### src/rtl/fetch_stage.sv
// Instruction fetch stage with IF/ID pipeline register.
// Owns the PC, keeps one imem request in flight, and absorbs decode stalls in a one-entry hold buffer.
module fetch_stage #(
    parameter logic [31:0] RESET_PC  = 32'h0000_0000,
    parameter logic [31:0] NOP_INSTR = 32'h0000_0013
) (
    input  logic        clk,
    input  logic        reset,
    input  logic        stall_d,
    input  logic        flush_d,
    input  logic        redirect,
    input  logic [31:0] redirect_pc,
    output logic        imem_req,
    output logic [31:0] imem_addr,
    input  logic [31:0] imem_rdata,
    input  logic        imem_valid,
    output logic [31:0] InstrD,
    output logic [31:0] PCD,
    output logic [31:0] PCPlus4D,
    output logic        ValidD
);

    typedef enum logic [1:0] {IDLE, FETCH, HOLD, DROP} state_t;

    state_t      state;
    logic [31:0] pcf;
    logic [31:0] req_addr;
    logic [31:0] hold_instr;
    logic [31:0] hold_pc;

    logic [31:0] req_next;
    logic [31:0] hold_next;
    logic [31:0] target;
    logic        rsp;
    logic        unused_low;

    assign imem_req   = (state == FETCH) || (state == DROP);
    assign imem_addr  = req_addr;
    assign rsp        = imem_req && imem_valid;
    assign req_next   = req_addr + 32'd4;
    assign hold_next  = hold_pc + 32'd4;
    assign target     = {redirect_pc[31:2], 2'b00};
    assign unused_low = ^redirect_pc[1:0];

    always_ff @(posedge clk or negedge reset) begin
        if (!reset) begin
            state      <= IDLE;
            pcf        <= RESET_PC;
            req_addr   <= RESET_PC;
            hold_instr <= 32'h0;
            hold_pc    <= 32'h0;
            InstrD     <= NOP_INSTR;
            PCD        <= 32'h0;
            PCPlus4D   <= 32'h0;
            ValidD     <= 1'b0;
        end else if (redirect) begin
            // Redirect wins over stall and flush; D is always bubbled.
            pcf        <= target;
            hold_instr <= 32'h0;
            hold_pc    <= 32'h0;
            InstrD     <= NOP_INSTR;
            ValidD     <= 1'b0;
            case (state)
                FETCH, DROP: begin
                    if (rsp) begin
                        req_addr <= target;
                        state    <= FETCH;
                    end else begin
                        // The in-flight request must still complete before the new address goes out.
                        state <= DROP;
                    end
                end
                default: begin
                    req_addr <= target;
                    state    <= FETCH;
                end
            endcase
        end else begin
            case (state)
                IDLE: begin
                    req_addr <= pcf;
                    state    <= FETCH;
                    if (flush_d || !stall_d) begin
                        InstrD <= NOP_INSTR;
                        ValidD <= 1'b0;
                    end
                end
                FETCH: begin
                    if (flush_d) begin
                        // Response (if any) is thrown away; the same address is fetched again.
                        InstrD <= NOP_INSTR;
                        ValidD <= 1'b0;
                    end else if (rsp) begin
                        if (stall_d) begin
                            hold_instr <= imem_rdata;
                            hold_pc    <= req_addr;
                            state      <= HOLD;
                        end else begin
                            InstrD   <= imem_rdata;
                            PCD      <= req_addr;
                            PCPlus4D <= req_next;
                            ValidD   <= 1'b1;
                            pcf      <= req_next;
                            req_addr <= req_next;
                        end
                    end else if (!stall_d) begin
                        InstrD <= NOP_INSTR;
                        ValidD <= 1'b0;
                    end
                end
                HOLD: begin
                    if (flush_d) begin
                        InstrD     <= NOP_INSTR;
                        ValidD     <= 1'b0;
                        pcf        <= hold_pc;
                        req_addr   <= hold_pc;
                        hold_instr <= 32'h0;
                        hold_pc    <= 32'h0;
                        state      <= FETCH;
                    end else if (!stall_d) begin
                        InstrD   <= hold_instr;
                        PCD      <= hold_pc;
                        PCPlus4D <= hold_next;
                        ValidD   <= 1'b1;
                        pcf      <= hold_next;
                        req_addr <= hold_next;
                        state    <= FETCH;
                    end
                end
                DROP: begin
                    if (flush_d || !stall_d) begin
                        InstrD <= NOP_INSTR;
                        ValidD <= 1'b0;
                    end
                    // pcf already holds the redirect target.
                    if (rsp) begin
                        req_addr <= pcf;
                        state    <= FETCH;
                    end
                end
                default: state <= IDLE;
            endcase
        end
    end

endmodule
### config.mk
export PLATFORM = sky130hd
export DESIGN_NAME = fetch_stage
export DESIGN_NICKNAME = d
export VERILOG_FILES = /design/src/rtl/fetch_stage.sv
export SDC_FILE = /design/constraint.sdc
export NUM_CORES = 1
export LEC_CHECK = 0
export CAP_MARGIN = 40
export CORE_ASPECT_RATIO = 0.5
export CORE_MARGIN = 3
export CORE_UTILIZATION = 60
export CTS_CLUSTER_DIAMETER = 50
export DETAILED_ROUTE_END_ITERATION = 6
export DONT_BUFFER_PORTS = 1
export PLACE_DENSITY = 0.82
export SYNTH_ARGS = -nofsm -noshare
export SYNTH_HDL_FRONTEND = slang
export SYNTH_SLANG_ARGS = --single-unit
### constraint.sdc
create_clock -name clk -period 5.7 [get_ports clk]
set_input_delay 0.855 -clock clk [delete_from_list [all_inputs] [get_ports clk]]
set_output_delay 0.855 -clock clk [all_outputs]
set_load 0.01 [all_outputs]
# Yosys cells after proc, flatten, opt, wreduce, memory -nomap -nowiden
# Index checks and enable logic that the tools add are counted.
dict set report classes {
  n_mux 58
  bitwise_logic 1
  reduce_logical 16
  add_sub_neg 2
  n_eq_ne 19
}
# op n
set op_table {}
lappend op_table {{2-to-1 mux 32 bit} 33}
lappend op_table {{case mux 32 bit (2 select lines)} 5}
lappend op_table {{case mux 32 bit (4 select lines)} 1}
lappend op_table {{case mux 32 bit (3 select lines)} 1}
lappend op_table {{adder 32 x 3 -> 32 bit (second input constant)} 2}
lappend op_table {{inequality test 3 bit (second input constant)} 7}
lappend op_table {{2-to-1 mux 2 bit} 9}
lappend op_table {{AND reduction 5 bit} 3}
lappend op_table {{inequality test 2 bit (second input constant)} 5}
lappend op_table {{inequality test 4 bit (second input constant)} 2}
lappend op_table {{case mux 2 bit (4 select lines)} 1}
lappend op_table {{2-to-1 mux 1 bit} 7}
lappend op_table {{AND reduction 7 bit} 1}
lappend op_table {{AND reduction 6 bit} 1}
lappend op_table {{inequality test 5 bit (second input constant)} 1}
lappend op_table {{equality test 2 bit (second input constant)} 2}
lappend op_table {{OR reduction 2 bit} 2}
lappend op_table {{inequality test 3 x 1 -> 1 bit (second input constant)} 1}
lappend op_table {{case mux 1 bit (3 select lines)} 1}
lappend op_table {{AND reduction 3 bit} 1}
lappend op_table {{nonzero test 3 bit} 1}
lappend op_table {{equality test 2 x 1 -> 1 bit (second input constant)} 1}
lappend op_table {{zero test 2 bit} 1}
lappend op_table {{logical OR 1 bit} 2}
lappend op_table {{other kinds (5)} 5}
dict set report word_totals {
  output_inout_bits 130
  in_bits 70
  elab_cells 105
  regBits 227
}

# Logic depth before layout (Yosys ltp)
dict set report depth {
  depth_word 7
  mapped_depth 11
  ltp_nobuf 8
}

# Least setup slack after synthesis
# OpenSTA, ideal clock, no wires.
dict set report synth_timing {
  path_type {input -> register}
  from {input flush_d}
  to {register pcf[19]}
  arrival_time_ps 2235
  required_time_ps 5579
  setup_time_ps 121
  path_buffers 1
  setup_slack_ps 3344
  stages 7
  cell_sequence {buf_2 and3b_1 nand4_1 nor3_1 xor2_1 o2bb2a_1 a22o_1}
}
dict set report synth_via {
  elab_chain_cells 3
  elab_cells_between_ends 6
  cone_classes {eq/ne: 2; mux: 3; reduce/logical: 1}
}
# item line_no
set synth_rtl {}
lappend synth_rtl {{from (decl)} 10} ;# input logic flush_d,
lappend synth_rtl {{2-to-1 mux 32 bit} 112} ;# if (flush_d) begin
lappend synth_rtl {{case mux 32 bit (2 select lines)} 79} ;# case (state)
lappend synth_rtl {{2-to-1 mux 32 bit} 56} ;# end else if (redirect) begin
lappend synth_rtl {{to (signal assigned)} 58} ;# pcf <= target;
lappend synth_rtl {{to (signal assigned)} 115} ;# pcf <= hold_pc;
lappend synth_rtl {{to (signal assigned)} 125} ;# pcf <= hold_next;
lappend synth_rtl {{to (decl)} 26} ;# logic [31:0] pcf;
# Several ways; a longest one is shown, not always the timed one.
# A chain may end at the register's enable or synchronous reset.

# Final worst setup path
dict set report layout_timing {
  from {register state[1]}
  to {register pcf[18]}
}
dict set report layout_via {
  elab_chain_cells 5
  elab_cells_between_ends 13
  cone_classes {eq/ne: 7; mux: 2; reduce/logical: 4}
}
# item line_no
set layout_rtl {}
lappend layout_rtl {{from (decl)} 25} ;# state_t state;
lappend layout_rtl {{from (signal assigned)} 47} ;# state <= IDLE;
lappend layout_rtl {{from (signal assigned)} 67} ;# state <= FETCH;
lappend layout_rtl {{from (signal assigned)} 70} ;# state <= DROP;
lappend layout_rtl {{equality test 2 x 1 -> 1 bit / equality test 2 bit (equally long branches)} {37, 79}}
lappend layout_rtl {{logical OR 1 bit} 37} ;# assign imem_req = (state == FETCH) || (state == DROP);
lappend layout_rtl {{logical AND 1 bit} 39} ;# assign rsp = imem_req && imem_valid;
lappend layout_rtl {{inequality test 3 bit (no source line)} n/a}
lappend layout_rtl {{AND reduction 5 bit (no source line)} n/a}
lappend layout_rtl {{to (signal assigned)} 58}
lappend layout_rtl {{to (signal assigned)} 103} ;# pcf <= req_next;
lappend layout_rtl {{to (signal assigned)} 115}
# Several ways; a longest one is shown, not always the timed one.

==> reports/qor.txt <==
Final setup TNS -> 0 ps
Syn-to-layout area delta -> 5.365%
Initial Utilization -> 62.86%
Max Slew Vio Count -> 0
Met1 Usage GRT -> 43.91%
Mapped Area -> 0.01257 mm^2
Layout cells sized above 1 -> 6.278%
DRT Pass-1 Iters -> 7
Seq pwr share -> 45.0%
Seq/Total Area, Yosys -> 44.82%
Multiplexer share of the synthesized area -> 5.663%
Die ar. -> 0.02283 mm^2
CTS tree -> yes
Total GRT Usage -> 33.26%
Synth Area in XOR/XNOR -> 5.713%
Cell taking the most area after synthesis -> dfrtp_1
Clock share of power -> 22.2%
Gate Count Post-Synth -> 1432
Fin nets -> 1417
First-pass GRT wire length -> 59840 um
Synthesis Warnings -> 0
Post-synth net total -> 1507
Comb power frac -> 32.8%
Minimum clock period -> 3763 ps
Unrepaired setup endpoints after global routing -> no
Post-route ant nets -> 0
CTS Root Cell -> clkbuf_16
Clk Latency, worst-skew pair -> 520 ps
Largest net degree at the start of global routing -> 226
Io pins -> 200
Outcome -> finished, final reports clean
Worst rel slew slack -> 43.35%
Pleak -> 5.454 nW
Setup CP Type -> reg -> reg
H-tree levels -> 1
Initial antenna violation count -> 0
Clock skew -> 19.44 ps
Layout Cells excl Fill -> 1620
VDD IR max -> 0.2662 mV
PortBufs -> 0
Sink Count -> 225
Synthesized-area fraction occupied by adder cells -> 0.4977%
Site row count -> 36
DP HPWL -> 25460 um
Most Crowded Layer GR -> met2
CP cell instances -> inv_1, ha_2, buf_4, nand3b_1, a21oi_1, or2_2, nand2_1, a211o_1, nand3_1
Placed Instances -> 1585
Fmax achieved -> 0.2657 GHz
CTS Hold Bufs -> 0
Area share of the largest cell type after synthesis -> 44.19%
Startpoint class of the critical path -> flop
Final period utilization -> 66.02%
Largest family of logic cells by synthesized area -> compound AO/OA/AOI/OAI gates
Switching share of power -> 42.83%
Met2 Usage GRT -> 50.65%
Final-report hold violation count -> 0
CP max stage delay -> 540 ps
Drc violations -> 0
Syn Area/Cell -> 8.778 um^2
Primary FF master, synth -> dfrtp_1
Wirelength, routed -> 38320 um
Chip Width -> 210.7 um
Crit. End Element -> flop
Global route total overflow -> 0
Vias per inst -> 6.854
R2r setup slk -> 1940 ps
Main area contributors after synthesis -> dfrtp_1 (44%), nand2_1 (8.8%), o21ai_0 (7.5%)
Ys async rst share -> 100.0%
Simple-gate share of the synthesized area -> 19.03%
Switch Pwr -> 0.002790 W
CP Data Arrival Time -> 4210 ps
Post-CTS Setup Bufs -> 0
Cts repair resizes -> 0
Vias in the first global route -> 10832
Register bit total from synthesis -> 225
Final setup viols -> 0
Internal cell power -> 0.003724 W
Die Y-Extent -> 108.4 um
Worst hold path class -> in -> async
Worst-margin pin slew -> 843.5 ps
Iteration-0 DRC count of the detailed router -> 1361
Diodes inserted -> 0
CTS buffer count -> 21
DR vias -> 11104
Number of flops mapped to enable cells by yosys -> 0
Clk buf depth -> 3
Critical-path maximum fanout -> 31
Cell variety after synth -> 71
Buf/Inv on CP -> 2
PwrDens -> 491.8 mW/mm^2
Synth Area in Compound Gates -> 19.44%
Max-cap violations -> 0
Crit-path leading delay family -> simple AND/OR/NAND/NOR gates
GP Congestion -> 0.9474
Core area -> 0.02000 mm^2
Global-route met3 utilization -> 13.01%
CP max stage cell -> buf_4
CP required -> 6140 ps
Drt wl/cell -> 23.66 um
Clock transition at the registers of the reported paths -> 70 ps
[registers in the layout (all words and copies together), names as in the netlist]
name,flops
state,2
PCPlus4D,30
hold_instr,32
imem_addr,32
PCD,32
InstrD,32
pcf,32
hold_pc,32
ValidD,1
[final timing paths]
check	startpoint	end	cells past startpoint
max in group asynchronous	reset	hold_pc[11]	0
min in group clk	redirect	pcf[1]	1
worst max register to register	state[1]	pcf[18]	9
worst max-delay path	state[1]	pcf[18]	9
worst min register to register	hold_instr[30]	hold_instr[30]	2
worst min-delay path	reset	hold_instr[9]	0
[placed cells by master, fill, tap and decap left out, types with 4 or more instances in the layout]
cell / netlist / routed
a22oi_1: 18 / 18
mux2i_1: 61 / 61
nor2_1: 76 / 74
a22o_1: 9 / 9
nand2_1: 294 / 294
a211oi_1: 14 / 14
nand4_1: 18 / 18
a221o_1: 7 / 7
inv_1: 12 / 12
a21boi_0: 4 / 4
o21a_1: 8 / 8
nand2b_1: 10 / 10
clkbuf_8: 0 / 7
clkbuf_16: 0 / 21
and3_1: 9 / 9
and4_1: 8 / 8
o22ai_1: 8 / 8
a221oi_1: 13 / 13
o31ai_1: 9 / 9
xnor2_1: 42 / 42
nand3_1: 29 / 29
and2_1: 13 / 13
or3_1: 4 / 4
o221ai_1: 20 / 20
o31a_1: 4 / 4
a21o_1: 13 / 13
buf_4: 4 / 13
nor3_1: 17 / 17
o21ai_0: 188 / 187
xor2_1: 40 / 40
a21oi_1: 42 / 42
mux2_2: 9 / 9
nor2b_1: 6 / 5
a222oi_1: 5 / 5
dfrtp_1: 222 / 222
a31oi_1: 9 / 9
nor4_1: 11 / 11
[worst register-to-register path: cells and delay by family, from the launching register on]
| kind | cells | cell delay (ps) |
|---|---|---|
| compound gates | 2 | 670 |
| flops | 1 | 440 |
| simple gates | 4 | 1430 |
| fa+ha+maj | 1 | 530 |
| buf+inv | 2 | 630 |
[through the flow]
step	instance area (um^2)	hold WS, ps	utilization (%)	total power [W]	worst slack [ps]
3_3_place_gp	12500	458.5	62.52	0.004877	2276
5_1_grt	13250	19.24	66.23	0.006869	1791
2_1_floorplan	12570	444.6	-	0.004349	3344
4_1_cts	13250	22.45	66.23	0.006458	2102
3_5_place_dp	12560	468.7	62.81	0.005014	2150
6_report	13250	43.86	66.23	0.006514	1937
[Yosys cell counts (13+ instances only)]
| master | count |
|---|---|
| a211oi_1 | 14 |
| a21o_1 | 13 |
| a21oi_1 | 42 |
| a221oi_1 | 13 |
| a22oi_1 | 18 |
| and2_1 | 13 |
| buf_2 | 41 |
| clkbuf_1 | 75 |
| dfrtp_1 | 222 |
| mux2i_1 | 61 |
| nand2_1 | 294 |
| nand3_1 | 29 |
| nand4_1 | 18 |
| nor2_1 | 76 |
| nor3_1 | 17 |
| o21ai_0 | 188 |
| o221ai_1 | 20 |
| xnor2_1 | 42 |
| xor2_1 | 40 |
[routing by layer]
layer	part of all wire (%)	up-vias
met1	38	5369
met3	15	138
met2	44	746
met4	3.5	0
met5	0	-
li1	-	4851
[cell type report]
type                       count  area (um^2)
timing repair buffer          17        160.2
inverter                      12        45.04
fill                        1604         6754
clock buffer                  30        629.4
sequential                   225         5634
clock inverter                 5        55.05
tap                          266        332.8
multi-input combinational   1065         6389
[cell families after synthesis]
group                      after synthesis
AOI/OAI and AO/OA                      390
xor gates and xnor gates                82
adders and majority gates                5
buffers and inverters                  142
DFF                                    225
muxes                                   70
and+or+nand+nor                        518
[power groups by stage]
stage | Sequential, W | Combinational [W] | Clock, W
final | 0.00293 | 0.00214 | 0.00145
after global routing | 0.00301 | 0.00234 | 0.00152
after CTS | 0.00292 | 0.00208 | 0.00145
after detailed placement | 0.00295 | 0.00207 | 0
after global placement | 0.00292 | 0.00196 | 0
after floorplan | 0.00253 | 0.00182 | 0
Note: power is estimated with default switching activity, not from simulation.
